### src/rtl/conf_pkg.sv
// conf_pkg: shared state type and route-select encodings for split/merge blocks
package conf_pkg;
    typedef enum logic [1:0] {IDLE, BUSY0, BUSY1} split_state_t;
    localparam logic SEL_PORT0 = 1'b0;
    localparam logic SEL_PORT1 = 1'b1;
endpackage

### src/rtl/conf_split_2_d_if.sv
// conf_split_2_d_if: upstream drive/free and two downstream drive/free/data ports plus status
interface conf_split_2_d_if #(parameter int DATA_WIDTH = 128);
    logic                  i_drive;
    logic                  i_sel;
    logic [DATA_WIDTH-1:0] i_data;
    logic                  o_free;
    logic                  o_drive0;
    logic                  i_free0;
    logic [DATA_WIDTH-1:0] o_data0;
    logic                  o_drive1;
    logic                  i_free1;
    logic [DATA_WIDTH-1:0] o_data1;
    logic                  o_busy;
    logic                  o_err;
    logic                  o_timeout;
    modport slave (
        input  i_drive, i_sel, i_data, i_free0, i_free1,
        output o_free, o_drive0, o_data0, o_drive1, o_data1, o_busy, o_err, o_timeout
    );
    modport master (
        output i_drive, i_sel, i_data, i_free0, i_free1,
        input  o_free, o_drive0, o_data0, o_drive1, o_data1, o_busy, o_err, o_timeout
    );
endinterface

### src/rtl/conf_wdog.sv
// conf_wdog: counts busy cycles without a free and flags expiry at TIMEOUT_CYCLES-1
module conf_wdog #(
    parameter int TIMEOUT_CYCLES = 1024
) (
    input  logic clk,
    input  logic rst,
    input  logic i_clr,
    input  logic i_run,
    output logic o_expire
);
    localparam int W = $clog2(TIMEOUT_CYCLES);
    localparam logic [W-1:0] LAST = W'(TIMEOUT_CYCLES - 1);
    logic [W-1:0] cnt_q;
    // clear on token entry, count waiting cycles, saturate at the expiry value
    always_ff @(posedge clk) begin
        if (rst || i_clr) cnt_q <= '0;
        else if (i_run && cnt_q != LAST) cnt_q <= cnt_q + 1'b1;
    end
    assign o_expire = i_run && cnt_q == LAST;
endmodule

### src/rtl/conf_split_2_d.sv
// conf_split_2_d: clocked 1-to-2 conditional split on drive/free with registered data
// Optional watchdog enabled by defining CONF_SPLIT_TIMEOUT_EN.
module conf_split_2_d
    import conf_pkg::*;
#(
    parameter int DATA_WIDTH     = 128,
    parameter int TIMEOUT_CYCLES = 1024
) (
    input  logic             clk,
    input  logic             rst,
    conf_split_2_d_if.slave  bus
);
    split_state_t          state_q;
    logic [DATA_WIDTH-1:0] data_q;
    logic                  free_q, drive0_q, drive1_q, err_q, timeout_q;
    logic                  busy, match_free, other_free, expire;

    assign busy       = state_q != IDLE;
    assign match_free = (state_q == BUSY0 && bus.i_free0) || (state_q == BUSY1 && bus.i_free1);
    assign other_free = (state_q == BUSY0 && bus.i_free1) || (state_q == BUSY1 && bus.i_free0);

`ifdef CONF_SPLIT_TIMEOUT_EN
    conf_wdog #(.TIMEOUT_CYCLES(TIMEOUT_CYCLES)) u_wdog (
        .clk      (clk),
        .rst      (rst),
        .i_clr    (state_q == IDLE && bus.i_drive),
        .i_run    (busy && !match_free),
        .o_expire (expire)
    );
`else
    assign expire = 1'b0;
`endif

    // token FSM: accept in IDLE, release on matching free (or watchdog), flag protocol misuse
    always_ff @(posedge clk) begin
        if (rst) begin
            state_q   <= IDLE;
            data_q    <= '0;
            free_q    <= 1'b0;
            drive0_q  <= 1'b0;
            drive1_q  <= 1'b0;
            err_q     <= 1'b0;
            timeout_q <= 1'b0;
        end else begin
            free_q   <= 1'b0;
            drive0_q <= 1'b0;
            drive1_q <= 1'b0;
            if (!busy) begin
                if (bus.i_free0 || bus.i_free1) err_q <= 1'b1;
                if (bus.i_drive) begin
                    data_q   <= bus.i_data;
                    state_q  <= bus.i_sel == SEL_PORT1 ? BUSY1 : BUSY0;
                    drive0_q <= bus.i_sel == SEL_PORT0;
                    drive1_q <= bus.i_sel == SEL_PORT1;
                end
            end else begin
                if (bus.i_drive || other_free) err_q <= 1'b1;
                if (match_free || expire) begin
                    state_q <= IDLE;
                    free_q  <= 1'b1;
                end
                if (expire) timeout_q <= 1'b1;
            end
        end
    end

    assign bus.o_free    = free_q;
    assign bus.o_drive0  = drive0_q;
    assign bus.o_drive1  = drive1_q;
    assign bus.o_data0   = state_q == BUSY0 ? data_q : '0;
    assign bus.o_data1   = state_q == BUSY1 ? data_q : '0;
    assign bus.o_busy    = busy;
    assign bus.o_err     = err_q;
    assign bus.o_timeout = timeout_q;
endmodule

### src/flat_wrapper.sv
// flat-port wrapper written by rule: the top's interface ports become plain ports
module conf_split_2_d_flat import conf_pkg::*;
#(
    parameter int DATA_WIDTH     = 128,
    parameter int TIMEOUT_CYCLES = 1024
)
  (clk, rst, bus_i_drive, bus_i_sel, bus_i_data, bus_i_free0, bus_i_free1, bus_o_free, bus_o_drive0, bus_o_data0, bus_o_drive1, bus_o_data1, bus_o_busy, bus_o_err, bus_o_timeout);
  conf_split_2_d_if #(.DATA_WIDTH(DATA_WIDTH)) bus_i ();
  input  logic clk;
  input  logic rst;
  input wire logic [$bits(bus_i.i_drive)-1:0] bus_i_drive;
  input wire logic [$bits(bus_i.i_sel)-1:0] bus_i_sel;
  input wire logic [$bits(bus_i.i_data)-1:0] bus_i_data;
  input wire logic [$bits(bus_i.i_free0)-1:0] bus_i_free0;
  input wire logic [$bits(bus_i.i_free1)-1:0] bus_i_free1;
  output wire logic [$bits(bus_i.o_free)-1:0] bus_o_free;
  output wire logic [$bits(bus_i.o_drive0)-1:0] bus_o_drive0;
  output wire logic [$bits(bus_i.o_data0)-1:0] bus_o_data0;
  output wire logic [$bits(bus_i.o_drive1)-1:0] bus_o_drive1;
  output wire logic [$bits(bus_i.o_data1)-1:0] bus_o_data1;
  output wire logic [$bits(bus_i.o_busy)-1:0] bus_o_busy;
  output wire logic [$bits(bus_i.o_err)-1:0] bus_o_err;
  output wire logic [$bits(bus_i.o_timeout)-1:0] bus_o_timeout;
  assign bus_i.i_drive = bus_i_drive;
  assign bus_i.i_sel = bus_i_sel;
  assign bus_i.i_data = bus_i_data;
  assign bus_i.i_free0 = bus_i_free0;
  assign bus_i.i_free1 = bus_i_free1;
  assign bus_o_free = bus_i.o_free;
  assign bus_o_drive0 = bus_i.o_drive0;
  assign bus_o_data0 = bus_i.o_data0;
  assign bus_o_drive1 = bus_i.o_drive1;
  assign bus_o_data1 = bus_i.o_data1;
  assign bus_o_busy = bus_i.o_busy;
  assign bus_o_err = bus_i.o_err;
  assign bus_o_timeout = bus_i.o_timeout;
  conf_split_2_d #(.DATA_WIDTH(DATA_WIDTH), .TIMEOUT_CYCLES(TIMEOUT_CYCLES)) u_core (.clk(clk), .rst(rst), .bus(bus_i));
endmodule
### config.mk
export PLATFORM = sky130hd
export DESIGN_NAME = conf_split_2_d_flat
export DESIGN_NICKNAME = d
export VERILOG_FILES = /design/src/rtl/conf_pkg.sv /design/src/rtl/conf_split_2_d_if.sv /design/src/rtl/conf_wdog.sv /design/src/rtl/conf_split_2_d.sv /design/src/flat_wrapper.sv
export SDC_FILE = /design/constraint.sdc
export NUM_CORES = 1
export LEC_CHECK = 0
export ABC_AREA = 0
export CAP_MARGIN = 20
export CORE_AREA = 2 2 154 156
export DETAILED_ROUTE_END_ITERATION = 16
export DIE_AREA = 0 0 156 158
export MAX_ROUTING_LAYER = met4
export PLACE_DENSITY = 0.66
export SETUP_SLACK_MARGIN = 0.15
export SYNTH_ARGS = -nofsm -noshare
export SYNTH_HDL_FRONTEND = slang
export SYNTH_SLANG_ARGS = --single-unit
### constraint.sdc
create_clock -name clk -period 1.3 [get_ports clk]
set_input_delay 0.195 -clock clk [delete_from_list [all_inputs] [get_ports clk]]
set_output_delay 0.195 -clock clk [all_outputs]
set_load 0.005 [all_outputs]
# --- Word level (Yosys, flattened, before mapping) ---
# Index checks and enable logic that the tools add are counted.
op_classes:
  eq_ne: 4
  mux: 10
  bitwise_logic: 3
  reduce_logical: 16
ops:
  columns: ["operator", "count"]
  rows:
  - ["$mux 128", 2]
  - ["$mux 2", 4]
  - ["$reduce_and 2->1", 3]
  - ["$reduce_bool 2->1", 3]
  - ["$logic_and 1x1->1", 4]
  - ["$logic_or 1x1->1", 4]
  - ["$mux 1", 4]
  - ["$ne 2x1->1 const B", 2]
  - ["$not 1->1", 3]
  - ["$reduce_or 3->1", 1]
  - ["$eq 2x1->1 const B", 1]
  - ["$eq 2x2->1 const B", 1]
  - ["$reduce_or 2->1", 1]
totals:
  regBits: 134
  input_bits: 134
  output_inout_bits: 262
  word_cells: 39

# --- Depth between registers and ports, before layout ---
depth:
  word_depth: 6
  mapped_depth: 7
  depth_no_buf: 3

# --- Worst setup path before layout ---
# OpenSTA, ideal clock, no wires.
synth_timing:
  path_type: "register -> register"
  from: "reg u_core.state_q[1]"
  to: "reg u_core.data_q[0]"
  setup_ns: 0.132
  arrival_time_ns: 1.286
  t_required_ns: 1.168
  path_slack_ns: -0.118
  stages_incl_launch_ff: 8
  path_buffers: 4
  synth_period_minus_slack_ns: 1.418
  cell_sequence: "dfxtp_1 > buf_2 > or3b_1 > clkbuf_1 > buf_6 > buf_6 > nand2_1 > a21oi_1"
synth_via:
  elab_chain_cells: 3
synth_lines:
  columns: ["item", "line_no", "source"]
  rows:
  - ["start, declared", "conf_split_2_d.sv:13", "split_state_t state_q;"]
  - ["start signal, assigned", "conf_split_2_d.sv:52", "state_q <= bus.i_sel == SEL_PORT1 ? BUSY1 : BUSY0;"]
  - ["$reduce_bool 2->1", "conf_split_2_d.sv:18", "assign busy = state_q != IDLE;"]
  - ["$not 1->1 (no source line)", null, null]
  - ["$reduce_and 2->1 (no source line)", null, null]
  - ["end signal, assigned", "conf_split_2_d.sv:51", "data_q <= bus.i_data;"]
  - ["end, declared", "conf_split_2_d.sv:14", "logic [DATA_WIDTH-1:0] data_q;"]
# Every way passes these cells.
# A chain may end at the register's enable or synchronous reset.

# --- Worst setup path after layout ---
layout_timing:
  from: "reg u_core.state_q[0]"
  to: "out bus_o_data0[104]"
layout_via:
  elab_chain_cells: 2
layout_lines:
  columns: ["item", "line_no", "source"]
  rows:
  - ["$eq 2x1->1", "conf_split_2_d.sv:70", "assign bus.o_data0 = state_q == BUSY0 ? data_q : '0;"]
  - ["$mux 128", "conf_split_2_d.sv:70", null]
  - ["end, declared", "flat_wrapper.sv:18", "output wire logic [$bits(bus_i.o_data0)-1:0] bus_o_data0;"]
# Every way passes these cells.

==> results.md <==
* Internal at between 8 and 9 mW
* Total global routing overflow at 0
* Post-route ant nets at 0
* Hold_sp: rst
* Most frequent cells in the layout: clkdlybuf4s50_1, nand2_1, a21oi_1, dfxtp_1, and2_1
* DR WL/cell at 18.3 um
* Seq pwr share at about two fifths
* CTS tree: yes
* Drt via density at 4.67
* Worst r2r dst: u_core.data_q[114]$_SDFFE_PP0P_
* Critical setup path kind: reg -> out
* CP Capture Type: output port
* Core area at 23100 um2
* Largest net degree at the start of global routing at 76
* Via count at 7381
* R2R setup slack at -0.36 ns
* Max frequency at 474 MHz
* Multi-input combinational cell area at 3380 um2
* Clock power frac at 39.1%
* Hold Crit Depth at 3
* Antenna Diode Count at 0
* Post-layout min period at 2.11 ns
* Fin. Hold Viols at 0
* Worst R2R Path Depth at 7
* Final non-filler cell total at 1580
* Cell mode on critical path: buf_12
* Ports at 396
* Layout area overhead at 83.8%
* RePlAce Congestion at ~0.81
* Arrival time worst endpoint at 1.91 ns
* Pins Over Slew Limit at 0
* Min setup slack post-route at -0.810 ns
* Vias in the first global route at 6888
* Power consumption at roughly 11 mW
* Max Cap Viol at 0
* Mapped Area at approximately 6400 um2
* Layout cells sized above 1 at 12.1%
* Min-delay worst type: in -> reg
* Register Area at around 2700 um2
* Yosys cell types at 21
* Clk root buf: clkbuf_16
* Reg-to-Reg Start: u_core.state_q[1]$_SDFFE_PP0P_
* Top delay family on crit path: buffers and inverters
* Worst vdd ir at 0.590 mV
* Initial antenna violation count at 0
* Hold buffers post-CTS at 0
* Cell total after placement at between 1500 and 2000
* Hold slack at 0.268 ns
* DP Wirelength at 17.9 mm
* Final setup fails at 394
* CP Cell Sequence: nor2b_4 -> buf_12 -> buf_12 -> and2_1 -> clkdlybuf4s50_1
* TritonRoute pass-1 iters at 4
* Synth warn at 0
* Outcome: finished with violations
* Power Density at 945 nW/um2
* Clock Path Buffers at 2
* CTS Sinks at ~130
* First-pass GRT wire length at between 30 and 40 mm
* Fillers at 2239
* Leak Pwr at around 5.3 nW
* Syn Area/Cell at 7.29 um2
* GRT Total Usage at 21.8%
* Worst-path clk slew at 0.06 ns
* Setup crit start kind: flip-flop
* Die ar. at 24600 um2
* Worst Hold Endpoint: u_core.data_q[98]$_SDFFE_PP0P_
* DRC at 0
* Largest stage delay, worst path at 0.51 ns
* Combinational Power Share at 19.6%
* RSZ-0062 raised after global routing: yes
* Initial Util at 28.0%
* Most common cell after layout, fill and taps aside: clkdlybuf4s50_1
* Fin nets at 1411
* Cells after Synth at 884
* Chip width at 156 um
* Failing checks: setup timing
* FF+latch count, synth at 134
* Syn nets at 1018
* Num rows at 56
* Die height at 158 um
* Total CTS buffers at 17
* CP max FO at 26
* Buf/Inv on CP at 3
* Sequential area share after synthesis at 41.6%
* Worst path slowest cell: clkdlybuf4s50_1
* # port buffers at 394
* Critical Path RT at approximately 1.1 ns
* H-tree Lvls at 4
* Worst-Skew Late Latency at around 0.42 ns
* Switching power share of the total at 28.2%
* Detailed router's first-iteration violation count at ~390
* P_sw at 3.15 mW
* Clock skew at 0.0135 ns
* WL final at 28.9 mm
* Fin crit share at 162%
Yosys cell counts:
| cell type | n | area, um2 |
|---|---|---|
| or3b_1 | 1 | 8.76 |
| a21oi_1 | 132 | 661 |
| conb_1 | 1 | 3.75 |
| clkbuf_1 | 59 | 221 |
| nor3_1 | 1 | 5.00 |
| nand2_1 | 258 | 968 |
| dfxtp_1 | 134 | 2680 |
| a21o_1 | 2 | 15.0 |
| a221oi_1 | 1 | 8.76 |
| and2_1 | 128 | 801 |
| buf_2 | 17 | 85.1 |
| inv_1 | 2 | 7.51 |
| buf_4 | 1 | 7.51 |
| or2_2 | 1 | 6.26 |
| nor2_1 | 1 | 3.75 |
| and3_1 | 128 | 801 |
| nand3_1 | 2 | 10.0 |
| nor2b_1 | 1 | 6.26 |
| buf_6 | 11 | 124 |
| nand4_1 | 1 | 6.26 |
| nor3b_1 | 2 | 15.0 |
worst reg2reg max path: cells and delay by family, from the launching register on:
kind / cells / cell delay (ns)
AOI/OAI and AO/OA: 1 / 0.12
buffers and inverters: 4 / 0.80
DFF: 1 / 0.36
and+or+nand+nor: 2 / 0.31
state kept, by name (all words and copies together), names as in the netlist:
name and cells:
u_core.bus.o_drive1 1, u_core.data_q 128, u_core.bus.o_drive0 1, u_core.bus.o_free 1
u_core.bus.o_err 1, u_core.state_q 2
worst max-delay path by stage:
| stage | startpoint | end | slack, ns | cells after the start |
|---|---|---|---|---|
| final | u_core.state_q[0]$_SDFFE_PP0P_ | bus_o_data0[104] | -0.81 | 5 |
| after floorplan | u_core.state_q[1]$_SDFFE_PP0P_ | u_core.data_q[0]$_SDFFE_PP0P_ | -0.06 | 7 |
| after CTS | u_core.state_q[1]$_SDFFE_PP0P_ | bus_o_data0[95] | -0.84 | 4 |
| after detailed placement | u_core.state_q[0]$_SDFFE_PP0P_ | bus_o_data1[89] | -0.43 | 5 |
| after global placement | u_core.state_q[0]$_SDFFE_PP0P_ | bus_o_data1[89] | -0.44 | 5 |
| after global routing | u_core.state_q[1]$_SDFFE_PP0P_ | bus_o_data0[100] | -0.88 | 5 |
layout make-up:
type / count / area share (%)
repair buffers: 461 / 40.9
clock inverters: 13 / 0.855
inverters: 2 / 0.169
flip-flops and latches: 134 / 22.7
clock buffers: 19 / 3.65
repair inverters: 1 / 0.137
multi-input cells: 660 / 28.6
well taps: 290 / 3.06
metal layers:
layer  track usage [%]  vias up  routed length (um)
li1                  -     3659                   -
met1              26.1     3425               12100
met2              37.5      260               14700
met3              4.16       37                1520
met4              6.20        0                 538
met5                 -        -                   0
cells by family (layout without fill, tap and decap cells):
kind of cell / Yosys count / count (layout) / share of synthesized area [%]
DFF: 134 / 134 / 41.6
and+or+nand+nor: 524 / 524 / 40.8
buffers and inverters: 90 / 496 / 6.91
AOI/OAI and AO/OA: 135 / 135 / 10.6
other: 1 / 1 / 0.0582
timing repair:
item	CTS	global route
resized for setup	95	96
setup endpoints to repair	394	394
pin swaps	1	1
endpoints found under the hold margin	0	0
cloned	11	8
buffers inserted	3	13
power by group through the flow:
stage	registers [mW]	logic, mW	clock network, mW
after detailed placement	4.69	1.85	0
after CTS	4.61	2.05	4.50
after global placement	4.69	1.83	0
final	4.62	2.20	4.38
after floorplan	4.59	0.899	0
after global routing	4.64	2.39	4.71
metrics by stage:
stage          util (%)  area, um2  setup WS [ns]  setup TNS (ns)
6_report           51.4      11800         -0.810         -208.37
2_1_floorplan         -       6490        -0.0628           -6.28
4_1_cts            50.3      11600         -0.836         -222.98
5_1_grt            51.4      11800         -0.884         -244.35
3_5_place_dp       46.6      10700         -0.432         -129.10
3_3_place_gp       46.6      10700         -0.436         -125.33
(Power assumes the default switching activity.)
